File: src/rtl/dma_channel_file_pkg.sv
// Shared sizing defaults, per-channel mode layout and register decode codes
// for the DMA channel file.
package dmaRegConfigPkg;

    localparam int DEF_CHANNELS     = 4;
    localparam int DEF_DATAWIDTH    = 8;
    localparam int DEF_ADDRESSWIDTH = 16;
    localparam int MODE_BITS        = 6;

    typedef struct packed {
        logic [1:0] mode;
        logic       decrement;
        logic       autoInit;
        logic [1:0] xferType;
    } chMode_t;

    // Channel field select, regAddr[1:0] when regAddr[CHW+2] is clear
    localparam logic [1:0] FLD_ADDR  = 2'b00;
    localparam logic [1:0] FLD_COUNT = 2'b01;
    localparam logic [1:0] FLD_MODE  = 2'b10;
    localparam logic [1:0] FLD_RSVD  = 2'b11;

    // Control select, regAddr[1:0] when regAddr[CHW+2] is set
    localparam logic [1:0] CTL_CMD    = 2'b00;
    localparam logic [1:0] CTL_CLRPTR = 2'b01;
    localparam logic [1:0] CTL_MCLR   = 2'b10;
    localparam logic [1:0] CTL_RSVD   = 2'b11;

endpackage

File: src/rtl/dma_channel_file_if.sv
// CPU programming port plus transfer-sequencer port of the DMA channel file.
// master = CPU/sequencer side, slave = channel file.
interface dma_channel_file_if #(
    parameter int CHANNELS     = dmaRegConfigPkg::DEF_CHANNELS,
    parameter int DATAWIDTH    = dmaRegConfigPkg::DEF_DATAWIDTH,
    parameter int ADDRESSWIDTH = dmaRegConfigPkg::DEF_ADDRESSWIDTH
);
    localparam int CHW = $clog2(CHANNELS);

    logic                    programCondition;
    logic                    wrEn;
    logic                    rdEn;
    logic [CHW+2:0]          regAddr;
    logic [DATAWIDTH-1:0]    dataIn;
    logic [DATAWIDTH-1:0]    dataOut;
    logic                    dataOutValid;
    logic                    xferStep;
    logic [CHW-1:0]          xferCh;
    logic [ADDRESSWIDTH-1:0] curAddr;
    logic [CHANNELS-1:0]     tcPulse;
    logic [CHANNELS-1:0]     chActive;
    logic [DATAWIDTH-1:0]    commandReg;
    logic [CHANNELS*6-1:0]   modeReg;

    modport master (
        output programCondition, wrEn, rdEn, regAddr, dataIn, xferStep, xferCh,
        input  dataOut, dataOutValid, curAddr, tcPulse, chActive, commandReg, modeReg
    );

    modport slave (
        input  programCondition, wrEn, rdEn, regAddr, dataIn, xferStep, xferCh,
        output dataOut, dataOutValid, curAddr, tcPulse, chActive, commandReg, modeReg
    );

endinterface

File: src/rtl/dma_channel_counter.sv
// One channel's base/current address and count: byte-lane load, step, TC, auto-init reload.
// tcPulse is registered (one cycle after the terminal step); clear behaves as a synchronous reset.
module dma_channel_counter import dmaRegConfigPkg::*; #(
    parameter int DATAWIDTH    = DEF_DATAWIDTH,
    parameter int ADDRESSWIDTH = DEF_ADDRESSWIDTH
) (
    input  logic                    CLK,
    input  logic                    RESET,
    input  logic                    clear,
    input  logic                    wrEn,
    input  logic                    wrCount,
    input  logic                    wrHi,
    input  logic [DATAWIDTH-1:0]    wrData,
    input  logic                    step,
    input  logic                    autoInit,
    input  logic                    decrement,
    output logic [ADDRESSWIDTH-1:0] curAddr,
    output logic [ADDRESSWIDTH-1:0] curCount,
    output logic                    tcPulse,
    output logic                    active
);

    localparam logic [ADDRESSWIDTH-1:0] ONE = ADDRESSWIDTH'(1);

    logic [ADDRESSWIDTH-1:0] baseAddr;
    logic [ADDRESSWIDTH-1:0] baseCount;
    logic [ADDRESSWIDTH-1:0] nextAddr;

    assign nextAddr = decrement ? curAddr - ONE : curAddr + ONE;

    always_ff @(posedge CLK or posedge RESET) begin
        if (RESET) begin
            baseAddr  <= '0;
            baseCount <= '0;
            curAddr   <= '0;
            curCount  <= '0;
            tcPulse   <= 1'b0;
            active    <= 1'b0;
        end else if (clear) begin
            baseAddr  <= '0;
            baseCount <= '0;
            curAddr   <= '0;
            curCount  <= '0;
            tcPulse   <= 1'b0;
            active    <= 1'b0;
        end else begin
            tcPulse <= 1'b0;
            if (wrEn) begin
                if (wrCount) begin
                    if (wrHi) begin
                        baseCount[ADDRESSWIDTH-1:DATAWIDTH] <= wrData;
                        curCount[ADDRESSWIDTH-1:DATAWIDTH]  <= wrData;
                        active                              <= 1'b1;
                    end else begin
                        baseCount[DATAWIDTH-1:0] <= wrData;
                        curCount[DATAWIDTH-1:0]  <= wrData;
                    end
                end else begin
                    if (wrHi) begin
                        baseAddr[ADDRESSWIDTH-1:DATAWIDTH] <= wrData;
                        curAddr[ADDRESSWIDTH-1:DATAWIDTH]  <= wrData;
                    end else begin
                        baseAddr[DATAWIDTH-1:0] <= wrData;
                        curAddr[DATAWIDTH-1:0]  <= wrData;
                    end
                end
            end else if (step && active) begin
                // Terminal count is the step taken from a count of zero
                if (curCount == '0) begin
                    tcPulse <= 1'b1;
                    if (autoInit) begin
                        curAddr  <= baseAddr;
                        curCount <= baseCount;
                    end else begin
                        curAddr  <= nextAddr;
                        curCount <= '1;
                        active   <= 1'b0;
                    end
                end else begin
                    curAddr  <= nextAddr;
                    curCount <= curCount - ONE;
                end
            end
        end
    end

endmodule

File: src/rtl/dma_channel_file.sv
// DMA channel register file: byte-serial CPU decode, command/status and per-channel counters.
// Reads return one cycle after rdEn; CPU strobes honoured only while programCondition is high.
module dma_channel_file import dmaRegConfigPkg::*; #(
    parameter int CHANNELS     = DEF_CHANNELS,
    parameter int DATAWIDTH    = DEF_DATAWIDTH,
    parameter int ADDRESSWIDTH = DEF_ADDRESSWIDTH
) (
    input logic              CLK,
    input logic              RESET,
    dma_channel_file_if.slave bus
);

    localparam int CHW = $clog2(CHANNELS);

    logic                    isCtl;
    logic [CHW-1:0]          selCh;
    logic [1:0]              fld;
    logic                    cpuWr;
    logic                    cpuRd;
    logic                    ptrField;
    logic                    masterClear;
    logic                    statusRd;
    logic                    stepEn;
    logic                    ptr;
    logic [DATAWIDTH-1:0]    commandQ;
    logic [DATAWIDTH-1:0]    dataOutQ;
    logic                    dataOutValidQ;
    logic [DATAWIDTH-1:0]    rdMux;
    logic [CHANNELS-1:0]     tcFlags;
    logic [CHANNELS-1:0]     tcVec;
    logic [CHANNELS-1:0]     activeVec;
    chMode_t [CHANNELS-1:0]  modeQ;
    logic [ADDRESSWIDTH-1:0] chAddr  [CHANNELS];
    logic [ADDRESSWIDTH-1:0] chCount [CHANNELS];

    assign isCtl       = bus.regAddr[CHW+2];
    assign selCh       = bus.regAddr[CHW+1:2];
    assign fld         = bus.regAddr[1:0];
    assign cpuWr       = bus.programCondition & bus.wrEn;
    assign cpuRd       = bus.programCondition & bus.rdEn & ~bus.wrEn;
    assign ptrField    = ~isCtl & ((fld == FLD_ADDR) | (fld == FLD_COUNT));
    assign masterClear = cpuWr & isCtl & (fld == CTL_MCLR);
    assign statusRd    = cpuRd & isCtl & (fld == CTL_CMD);
    assign stepEn      = bus.xferStep & ~bus.programCondition;

    for (genvar i = 0; i < CHANNELS; i++) begin : gChannel
        dma_channel_counter #(
            .DATAWIDTH    (DATAWIDTH),
            .ADDRESSWIDTH (ADDRESSWIDTH)
        ) uCounter (
            .CLK       (CLK),
            .RESET     (RESET),
            .clear     (masterClear),
            .wrEn      (cpuWr & ptrField & (selCh == CHW'(i))),
            .wrCount   (fld == FLD_COUNT),
            .wrHi      (ptr),
            .wrData    (bus.dataIn),
            .step      (stepEn & (bus.xferCh == CHW'(i))),
            .autoInit  (modeQ[i].autoInit),
            .decrement (modeQ[i].decrement),
            .curAddr   (chAddr[i]),
            .curCount  (chCount[i]),
            .tcPulse   (tcVec[i]),
            .active    (activeVec[i])
        );
    end

    always_comb begin
        rdMux = '0;
        if (isCtl) begin
            if (fld == CTL_CMD) rdMux = DATAWIDTH'(tcFlags);
        end else begin
            case (fld)
                FLD_ADDR:  rdMux = ptr ? chAddr[selCh][ADDRESSWIDTH-1:DATAWIDTH]
                                       : chAddr[selCh][DATAWIDTH-1:0];
                FLD_COUNT: rdMux = ptr ? chCount[selCh][ADDRESSWIDTH-1:DATAWIDTH]
                                       : chCount[selCh][DATAWIDTH-1:0];
                FLD_MODE:  rdMux = DATAWIDTH'(modeQ[selCh]);
                default:   rdMux = '0;
            endcase
        end
    end

    always_ff @(posedge CLK or posedge RESET) begin
        if (RESET) begin
            ptr           <= 1'b0;
            commandQ      <= '0;
            tcFlags       <= '0;
            dataOutQ      <= '0;
            dataOutValidQ <= 1'b0;
            modeQ         <= '0;
        end else if (masterClear) begin
            ptr           <= 1'b0;
            commandQ      <= '0;
            tcFlags       <= '0;
            dataOutQ      <= '0;
            dataOutValidQ <= 1'b0;
            modeQ         <= '0;
        end else begin
            dataOutValidQ <= cpuRd;
            // A TC landing on the status-read edge survives the clear
            tcFlags <= (statusRd ? '0 : tcFlags) | tcVec;
            if (cpuRd) dataOutQ <= rdMux;
            if (cpuWr) begin
                if (isCtl) begin
                    if (fld == CTL_CMD)    commandQ <= bus.dataIn;
                    if (fld == CTL_CLRPTR) ptr      <= 1'b0;
                end else if (fld == FLD_MODE) begin
                    modeQ[selCh] <= chMode_t'(bus.dataIn[MODE_BITS-1:0]);
                end
            end
            if ((cpuWr | cpuRd) & ptrField) ptr <= ~ptr;
        end
    end

    assign bus.dataOut      = dataOutQ;
    assign bus.dataOutValid = dataOutValidQ;
    assign bus.curAddr      = chAddr[bus.xferCh];
    assign bus.tcPulse      = tcVec;
    assign bus.chActive     = activeVec;
    assign bus.commandReg   = commandQ;
    assign bus.modeReg      = modeQ;

endmodule

File: src/flat_wrapper.sv
// flat-port wrapper written by rule: the top's interface ports become plain ports
module dma_channel_file_flat import dmaRegConfigPkg::*;
#(
    parameter int CHANNELS     = DEF_CHANNELS,
    parameter int DATAWIDTH    = DEF_DATAWIDTH,
    parameter int ADDRESSWIDTH = DEF_ADDRESSWIDTH
)
  (CLK, RESET, bus_programCondition, bus_wrEn, bus_rdEn, bus_regAddr, bus_dataIn, bus_xferStep, bus_xferCh, bus_dataOut, bus_dataOutValid, bus_curAddr, bus_tcPulse, bus_chActive, bus_commandReg, bus_modeReg);
  dma_channel_file_if #(.CHANNELS(CHANNELS), .DATAWIDTH(DATAWIDTH), .ADDRESSWIDTH(ADDRESSWIDTH)) bus_i ();
  input logic CLK;
  input logic RESET;
  input wire logic [$bits(bus_i.programCondition)-1:0] bus_programCondition;
  input wire logic [$bits(bus_i.wrEn)-1:0] bus_wrEn;
  input wire logic [$bits(bus_i.rdEn)-1:0] bus_rdEn;
  input wire logic [$bits(bus_i.regAddr)-1:0] bus_regAddr;
  input wire logic [$bits(bus_i.dataIn)-1:0] bus_dataIn;
  input wire logic [$bits(bus_i.xferStep)-1:0] bus_xferStep;
  input wire logic [$bits(bus_i.xferCh)-1:0] bus_xferCh;
  output wire logic [$bits(bus_i.dataOut)-1:0] bus_dataOut;
  output wire logic [$bits(bus_i.dataOutValid)-1:0] bus_dataOutValid;
  output wire logic [$bits(bus_i.curAddr)-1:0] bus_curAddr;
  output wire logic [$bits(bus_i.tcPulse)-1:0] bus_tcPulse;
  output wire logic [$bits(bus_i.chActive)-1:0] bus_chActive;
  output wire logic [$bits(bus_i.commandReg)-1:0] bus_commandReg;
  output wire logic [$bits(bus_i.modeReg)-1:0] bus_modeReg;
  assign bus_i.programCondition = bus_programCondition;
  assign bus_i.wrEn = bus_wrEn;
  assign bus_i.rdEn = bus_rdEn;
  assign bus_i.regAddr = bus_regAddr;
  assign bus_i.dataIn = bus_dataIn;
  assign bus_i.xferStep = bus_xferStep;
  assign bus_i.xferCh = bus_xferCh;
  assign bus_dataOut = bus_i.dataOut;
  assign bus_dataOutValid = bus_i.dataOutValid;
  assign bus_curAddr = bus_i.curAddr;
  assign bus_tcPulse = bus_i.tcPulse;
  assign bus_chActive = bus_i.chActive;
  assign bus_commandReg = bus_i.commandReg;
  assign bus_modeReg = bus_i.modeReg;
  dma_channel_file #(.CHANNELS(CHANNELS), .DATAWIDTH(DATAWIDTH), .ADDRESSWIDTH(ADDRESSWIDTH)) u_core (.CLK(CLK), .RESET(RESET), .bus(bus_i));
endmodule
File: config.mk
export PLATFORM = sky130hd
export DESIGN_NAME = dma_channel_file_flat
export DESIGN_NICKNAME = d
export VERILOG_FILES = /design/src/rtl/dma_channel_file_pkg.sv /design/src/rtl/dma_channel_file_if.sv /design/src/rtl/dma_channel_counter.sv /design/src/rtl/dma_channel_file.sv /design/src/flat_wrapper.sv
export SDC_FILE = /design/constraint.sdc
export NUM_CORES = 1
export LEC_CHECK = 0
export ABC_AREA = 1
export CORE_AREA = 4 4 203 205
export CTS_CLUSTER_SIZE = 28
export DETAILED_ROUTE_END_ITERATION = 16
export DIE_AREA = 0 0 207 209
export PLACE_DENSITY = 0.7
export SYNTH_ARGS = -nofsm -noshare
export SYNTH_HDL_FRONTEND = slang
export SYNTH_SLANG_ARGS = --single-unit
File: constraint.sdc
create_clock -name CLK -period 29.9 [get_ports CLK]
set_clock_uncertainty 0.15 [all_clocks]
set_input_delay 2.99 -clock CLK [delete_from_list [all_inputs] [get_ports CLK]]
set_output_delay 2.99 -clock CLK [all_outputs]
set_load 0.05 [all_outputs]
==> results of run 1 <==
## registers in the layout, summed over array words and instances, names as in the netlist
name	cells
u_core.tcFlags	4
u_core.gChannel.uCounter.baseAddr	64
u_core.bus.commandReg	8
u_core.gChannel.uCounter.baseCount	64
u_core.gChannel.uCounter.tcPulse	4
u_core.bus.dataOutValid	1
u_core.ptr	1
u_core.gChannel.uCounter.curAddr	64
u_core.gChannel.uCounter.curCount	64
u_core.bus.dataOut	8
u_core.bus.modeReg	24
u_core.gChannel.uCounter.active	4
## worst reg2reg max path, cell delays in order (launching register included)
cell and delay (ns):
dfrtp_1 0.41, inv_1 0.14, ha_1 0.23, nand2_1 0.09, nor3_2 0.06, nand3_1 0.78, clkinv_1 0.79, nand2_1 0.24
nand2_1 0.07, inv_1 0.07, nand2_1 0.05, nand2_1 0.06, nand2_1 0.05
## power by group through the flow
stage / clock network, mW / registers (mW) / logic [mW]
after floorplan: 0 / 0.682 / 0.819
after global placement: 0 / 0.747 / 1.08
after detailed placement: 0 / 0.749 / 1.11
after CTS: 0.509 / 0.744 / 1.11
after global routing: 0.526 / 0.765 / 1.26
final: 0.507 / 0.759 / 1.13
## placed cells by master (no fill, tap or decap), types with 22 or more instances in the layout
| master | n |
|---|---|
| nand2_1 | 1259 |
| a22oi_1 | 34 |
| dfrtp_1 | 310 |
| ha_1 | 64 |
| clkbuf_16 | 41 |
| nand4_1 | 43 |
| clkdlybuf4s50_1 | 85 |
| nand3_1 | 208 |
| inv_1 | 333 |
| nand3b_1 | 23 |
| xor2_1 | 24 |
| a21oi_1 | 86 |
| o21ai_0 | 175 |
| or2_2 | 22 |
| o22ai_1 | 41 |
| nor2_1 | 350 |
| o21ai_1 | 40 |
## worst paths after layout
path                                                           from                                        to  slack (ns)  cells after the start
setup / recovery                                      bus_xferCh[1]                            bus_curAddr[1]       20.24                      5
hold / removal             u_core.gChannel[2].uCounter.baseCount[4]  u_core.gChannel[2].uCounter.baseCount[4]        0.33                      2
setup reg to reg            u_core.gChannel[3].uCounter.curCount[0]    u_core.gChannel[3].uCounter.curAddr[9]       26.60                     12
hold reg to reg            u_core.gChannel[2].uCounter.baseCount[4]  u_core.gChannel[2].uCounter.baseCount[4]        0.33                      2
max in group asynchronous                                     RESET                     u_core.bus.dataOut[7]       24.50                      4
min in group asynchronous                                     RESET   u_core.gChannel[0].uCounter.curAddr[12]        2.77                      2
## stage by stage
| step | total power, mW | hold WS (ns) |
|---|---|---|
| floorplan | 1.50 | 0.296 |
| global placement | 1.83 | 0.312 |
| detailed placement | 1.85 | 0.319 |
| CTS | 2.37 | 0.333 |
| global route | 2.55 | 0.349 |
| finish | 2.40 | 0.330 |
## layer usage
layer | wire, um | GRT usage
met5 | 13 | 0
met3 | 7670 | 0.0599
met1 | 33300 | 0.492
met2 | 36600 | 0.576
met4 | 4760 | 0.184
## kinds of logic after synthesis
logic type	synth area share
buf+inv	0.0896
compound gates	0.112
simple gates	0.383
xor+xnor	0.0142
flops	0.361
fa+ha+maj	0.0409
## final cells by class
cell class	count	area, sq um
Fill cell	3796	15500
Tap cell	525	657
Clock buffer	51	1110
Timing Repair Buffer	100	963
Multi-Input combinational cell	2497	11800
Sequential cell	310	7760
Clock inverter	15	239
Inverter	354	1350
==> metrics.csv, run 1 <==
stage,metric,value,unit
status,status,"complete, no violations",
clock_tree,cts_sinks,310,
final_layout,layoutNonFillerInstCount,3852,
clock_tree,postCtsSetupRepairBufs,0,
setup_path,crit_chain,clkdlybuf4s50_1 -> nor2_1 -> a22oi_1 -> o221ai_1 -> clkdlybuf4s50_1,
timing,period_share,0.323,
timing,fmax,0.103,GHz
timing,slew-limit-headroom,0.139,
final_layout,final_core_util,0.606,
route,drc_errors,0,
grt,globalRouteTotalUtil,0.366,
timing,fin_setup_tns,0,ns
route,post_drt_wl_per_cell,21.4,um
synth,synth_top_area_cell,dfrtp_1,
route,antenna_left,0,
synth,ys_ff_latch,310,
synth,ys_seq_area_frac,0.361,
synth,synthCells,3281,
setup_path,crit_path_max_fanout,24,
die,core_area,0.0395,sq mm
clock_tree,cts_max_level,2,
timing,setup_viol,0,
grt,overflow,0,
timing,setup_ws,20.24,ns
final_layout,drive_above_1_share,0.0520,
synth,synth_flop_cell,dfrtp_1,
die,dieHeight,209,um
synth,synthesis.nets,3370,
final_layout,num_antenna_cells,0,
clock_tree,cts_root_buf,clkbuf_16,
final_layout,areaGrowthSynthToFinish,11.2,%
power_and_ir_drop,combPwrFrac,0.472,
power_and_ir_drop,ir_drop,75.5,uV
clock_tree,worstSkewPairLatency,0.57,ns
power_and_ir_drop,intPower,1.26,mW
die,die_x,207,um
timing,hold_viol,0,
synth,mappedNetlistArea,0.0215,sq mm
synth,synth-async-reset-ratio,1.00,
placed_design,hpwl,59800,um
synth,synth_area_per_cell,6.56,sq um
grt,grt_pass1_wl,124000,um
placed_design,io_buffers,85,
route,vias_per_cell,5.87,
power_and_ir_drop,powerDensity,100,mW/mm^2
run,drv_cap,0,
min_path,hp-class,reg -> reg,
synth,synth.area.top_cells,"dfrtp_1, nand2_1, nor2_1, inv_1, nand3_1",
power_and_ir_drop,switching_power,1.14,mW
setup_path,cp.required,26.76,ns
timing,rsz0062_at_grt,no,
grt,antenna_found_initial,1,
setup_path,end_kind,primary output,
grt,grt_pass1_vias,21173,
die,ios,86,
clock_tree,cts_tree,done,
die,rows,73,
route,first_iter_violations,3040,
clock_tree,cts_resized,0,
timing,drv_slew,0,
setup_path,crit_family,buffers and inverters,
clock_tree,cts_made_buffers,38,
synth,yosysTopAreaCellShare,0.361,
power_and_ir_drop,clockPowerShare,0.211,
route,vias,22606,
synth,synth-edff-count,0,
power_and_ir_drop,power_frac_seq,0.317,
final_layout,fin_nets,3390,
setup_path,worstSetupPathType,in -> out,
setup_path,crit_top_cell,clkdlybuf4s50_1,
setup_path,cp_num_buf_inv,2,
setup_path,startpoint_type,primary input,
synth,synth.most_common_cell,nand2_1,
final_layout,stdcell_area,0.0239,sq mm
route,dr.pass1.iters,6,
die,die_area,0.0433,sq mm
setup_path,cpPeakStageDelay,1.19,ns
clock_tree,holdBufCountCts,0,
synth,synth_warnings,0,
synth,yosysUniqueCellTypes,41,
placed_design,gp_congestion,1.01,
synth,synth_commonest_cells,"nand2_1, nor2_1, inv_1",
clock_tree,clk_pin_slew,0.06,ns
clock_tree,cts_buffer_depth,3,
grt,grt_max_degree,95,
route,routed_wl,82300,um
setup_path,cpMaxStageDelayCell,nor2_1,
setup_path,cp.arrival,6.52,ns
power_and_ir_drop,p_sw_frac,0.475,
die,start_util,0.545,
timing,worst_pin_slew,1.29,ns
placed_design,dpl-instance-area,0.0226,sq mm
power_and_ir_drop,leakage,13.0,nW
placed_design,place_ws,20.30,ns
timing,fin_crit,9.66,ns
placed_design,dp.cells,3786,
Note: power is estimated with default switching activity, not from simulation.
==> inputs of run 2 (changes only) <==
==> constraint.sdc (replaced) <==
create_clock -name CLK -period 8.9 [get_ports CLK]
set_clock_uncertainty 0.15 [all_clocks]
set_input_delay 0.89 -clock CLK [delete_from_list [all_inputs] [get_ports CLK]]
set_output_delay 0.89 -clock CLK [all_outputs]
set_load 0.05 [all_outputs]
==> run 2 against run 1 <==
  * First-iteration DRC count about the same
  * Highest routed layer unchanged
  * Global-route usage up 0.13 points
  * Combinational power rose to 3.3 times the previous value
  * Routed wire length down 0.22%
  * Clock power rose to 3.3 times the previous value
==> metrics.csv, run 2 (synthesis gave the netlist of run 1 again) <==
stage,metric,value,unit,change
min_path,hp-class,reg -> reg,,
die,rows,73,,unchanged
route,wl_met3,8300,um,+8.2%
placed_design,io_buffers,85,,unchanged
clock_tree,postCtsSetupRepairBufs,0,,unchanged
grt,globalRouteTotalUtil,0.367,,+0.00126
route,first_iter_violations,3037,,-0.099%
clock_tree,cts_made_buffers,37,,-2.6%
timing,period_share,0.598,,
route,routed_wl,82100,um,-0.22%
timing,setup_ws,3.58,ns,-16.66 ns
grt,grt_max_degree,176,,+85%
grt,grt_pass1_wl,124000,um,+0.29%
min_path,min_path_cells,2,,unchanged
route,wl_met1,32600,um,-2.1%
die,start_util,0.545,,unchanged
timing,fin_crit,5.32,ns,
route,routed.top_layer,met5,,
timing,fin_setup_tns,0,ns,unchanged
final_layout,fillers,3749,,-1.2%
clock_tree,cts_resized,0,,unchanged
grt,antenna_found_initial,1,,unchanged
setup_path,cpPeakStageDelay,1.14,ns,-0.05 ns
setup_path,end_kind,primary output,,
setup_path,rr_worst_depth,9,,-3
route,antenna_left,0,,unchanged
timing,slew-limit-headroom,0.159,,+0.0200
route,post_drt_wl_per_cell,21.3,um,-0.35%
die,die_x,207,um,unchanged
power_and_ir_drop,ir_drop,232,uV,+210%
power_and_ir_drop,powerDensity,334,mW/mm^2,+230%
route,wl_met2,36200,um,-1.1%
clock_tree,cts_buffer_depth,3,,unchanged
setup_path,worstSetupPathType,in -> out,,
setup_path,cpMaxStageDelayCell,nor2_1,,
timing,rsz0062_at_grt,no,,
route,dr.pass1.iters,8,,+2
timing,drv_slew,0,,unchanged
clock_tree,cts_max_level,2,,unchanged
setup_path,cp.required,7.86,ns,-18.90 ns
clock_tree,clk_pin_slew,0.06,ns,about the same
clock_tree,cts_sinks,310,,unchanged
final_layout,areaGrowthSynthToFinish,11.1,%,about the same
clock_tree,holdBufCountCts,0,,unchanged
timing,fmax,0.188,GHz,
final_layout,layoutNonFillerInstCount,3857,,+0.13%
min_path,hold_end,u_core.gChannel[0].uCounter.baseCount[0],,
setup_path,crit_path_max_fanout,24,,unchanged
min_path,min-delay-start,u_core.gChannel[0].uCounter.baseCount[0],,
route,vias,22560,,-0.20%
route,drc_errors,0,,unchanged
setup_path,crit_chain,clkdlybuf4s50_1 -> nor2_1 -> a22oi_1 -> o221ai_1 -> clkdlybuf4s50_1,,
setup_path,rrSetupSlack,5.60,ns,-21.00 ns
clock_tree,worstSkewPairLatency,0.55,ns,-0.02 ns
setup_path,cp.arrival,4.28,ns,-2.24 ns
grt,overflow,0,,unchanged
final_layout,fin_nets,3392,,+0.059%
final_layout,layout_commonest_cell,nand2_1,,
final_layout,final_cell_mix,"nand2_1, nor2_1, inv_1, dfrtp_1, nand3_1",,
die,core_area,0.0395,sq mm,unchanged
placed_design,dp.cells,3789,,+0.079%
timing,worst_pin_slew,1.26,ns,-0.0299 ns
die,dieHeight,209,um,unchanged
grt,grt_pass1_vias,21282,,+0.51%
status,status,"complete, no violations",,
die,die_area,0.0433,sq mm,unchanged
setup_path,r2r-end,u_core.gChannel[1].uCounter.curAddr[8],,
placed_design,hpwl,59900,um,+0.20%
run,drv_cap,0,,unchanged
final_layout,drive_above_1_share,0.0531,,+0.00114
clock_tree,cts_tree,done,,
route,vias_per_cell,5.85,,-0.33%
timing,hold_viol,0,,unchanged
clock_tree,cts_root_buf,clkbuf_16,,
power_and_ir_drop,leakage,13.0,nW,about the same
setup_path,r2r-start,u_core.gChannel[1].uCounter.curCount[0],,
die,ios,86,,unchanged
placed_design,place_ws,3.72,ns,-16.57 ns
final_layout,stdcell_area,0.0239,sq mm,about the same
setup_path,startpoint_type,primary input,,
timing,setup_viol,0,,unchanged
placed_design,gp_congestion,1.01,,-0.12%
setup_path,crit_top_cell,clkdlybuf4s50_1,,
timing,hold_slack,0.333,ns,+0.00281 ns
placed_design,dpl-instance-area,0.0226,sq mm,+0.14%
## run 2: how the worst max path moves through the flow
stage / from / endpoint / depth (start not counted)
floorplan: RESET / u_core.bus.commandReg[0] / 1
global placement: bus_xferCh[1] / bus_curAddr[1] / 5
detailed placement: bus_xferCh[1] / bus_curAddr[1] / 5
CTS: bus_xferCh[1] / bus_curAddr[1] / 5
global route: bus_xferCh[1] / bus_curAddr[1] / 5
finish: bus_xferCh[1] / bus_curAddr[1] / 5
## run 2: per-stage QoR
stage               utilization  power (mW)
floorplan                     -        5.04
global placement          0.573        6.15
detailed placement        0.573        6.22
CTS                       0.606        7.89
global route              0.606        8.55
finish                    0.606        7.98
## run 2: final cells by class
type | count | area [sq um] | area share
Multi-Input combinational cell | 2497 | 11800 | 0.495
Sequential cell | 310 | 7760 | 0.324
Inverter | 354 | 1350 | 0.0565
Clock buffer | 48 | 1050 | 0.0439
Timing Repair Buffer | 103 | 998 | 0.0418
Tap cell | 525 | 657 | 0.0275
Clock inverter | 19 | 260 | 0.0109
Antenna cell | 1 | 2.50 | 0.000105
## run 2: report_power, final
| group | total (mW) | internal, mW | switching (mW) |
|---|---|---|---|
| Clock | 1.66 | 1.01 | 0.647 |
| Combinational | 3.77 | 1.33 | 2.44 |
| Sequential | 2.56 | 1.84 | 0.712 |
## run 2: metal layers
layer,track usage,up-vias
li1,-,10501
met1,0.484,10581
met2,0.575,1192
met3,0.0769,284
met4,0.187,2
met5,0.0133,-
## run 2: worst max-delay path: cells and delay by family
kind / cells / cell delay (ns)
compound gates: 2 / 0.51
buf+inv: 2 / 1.73
simple gates: 1 / 1.14
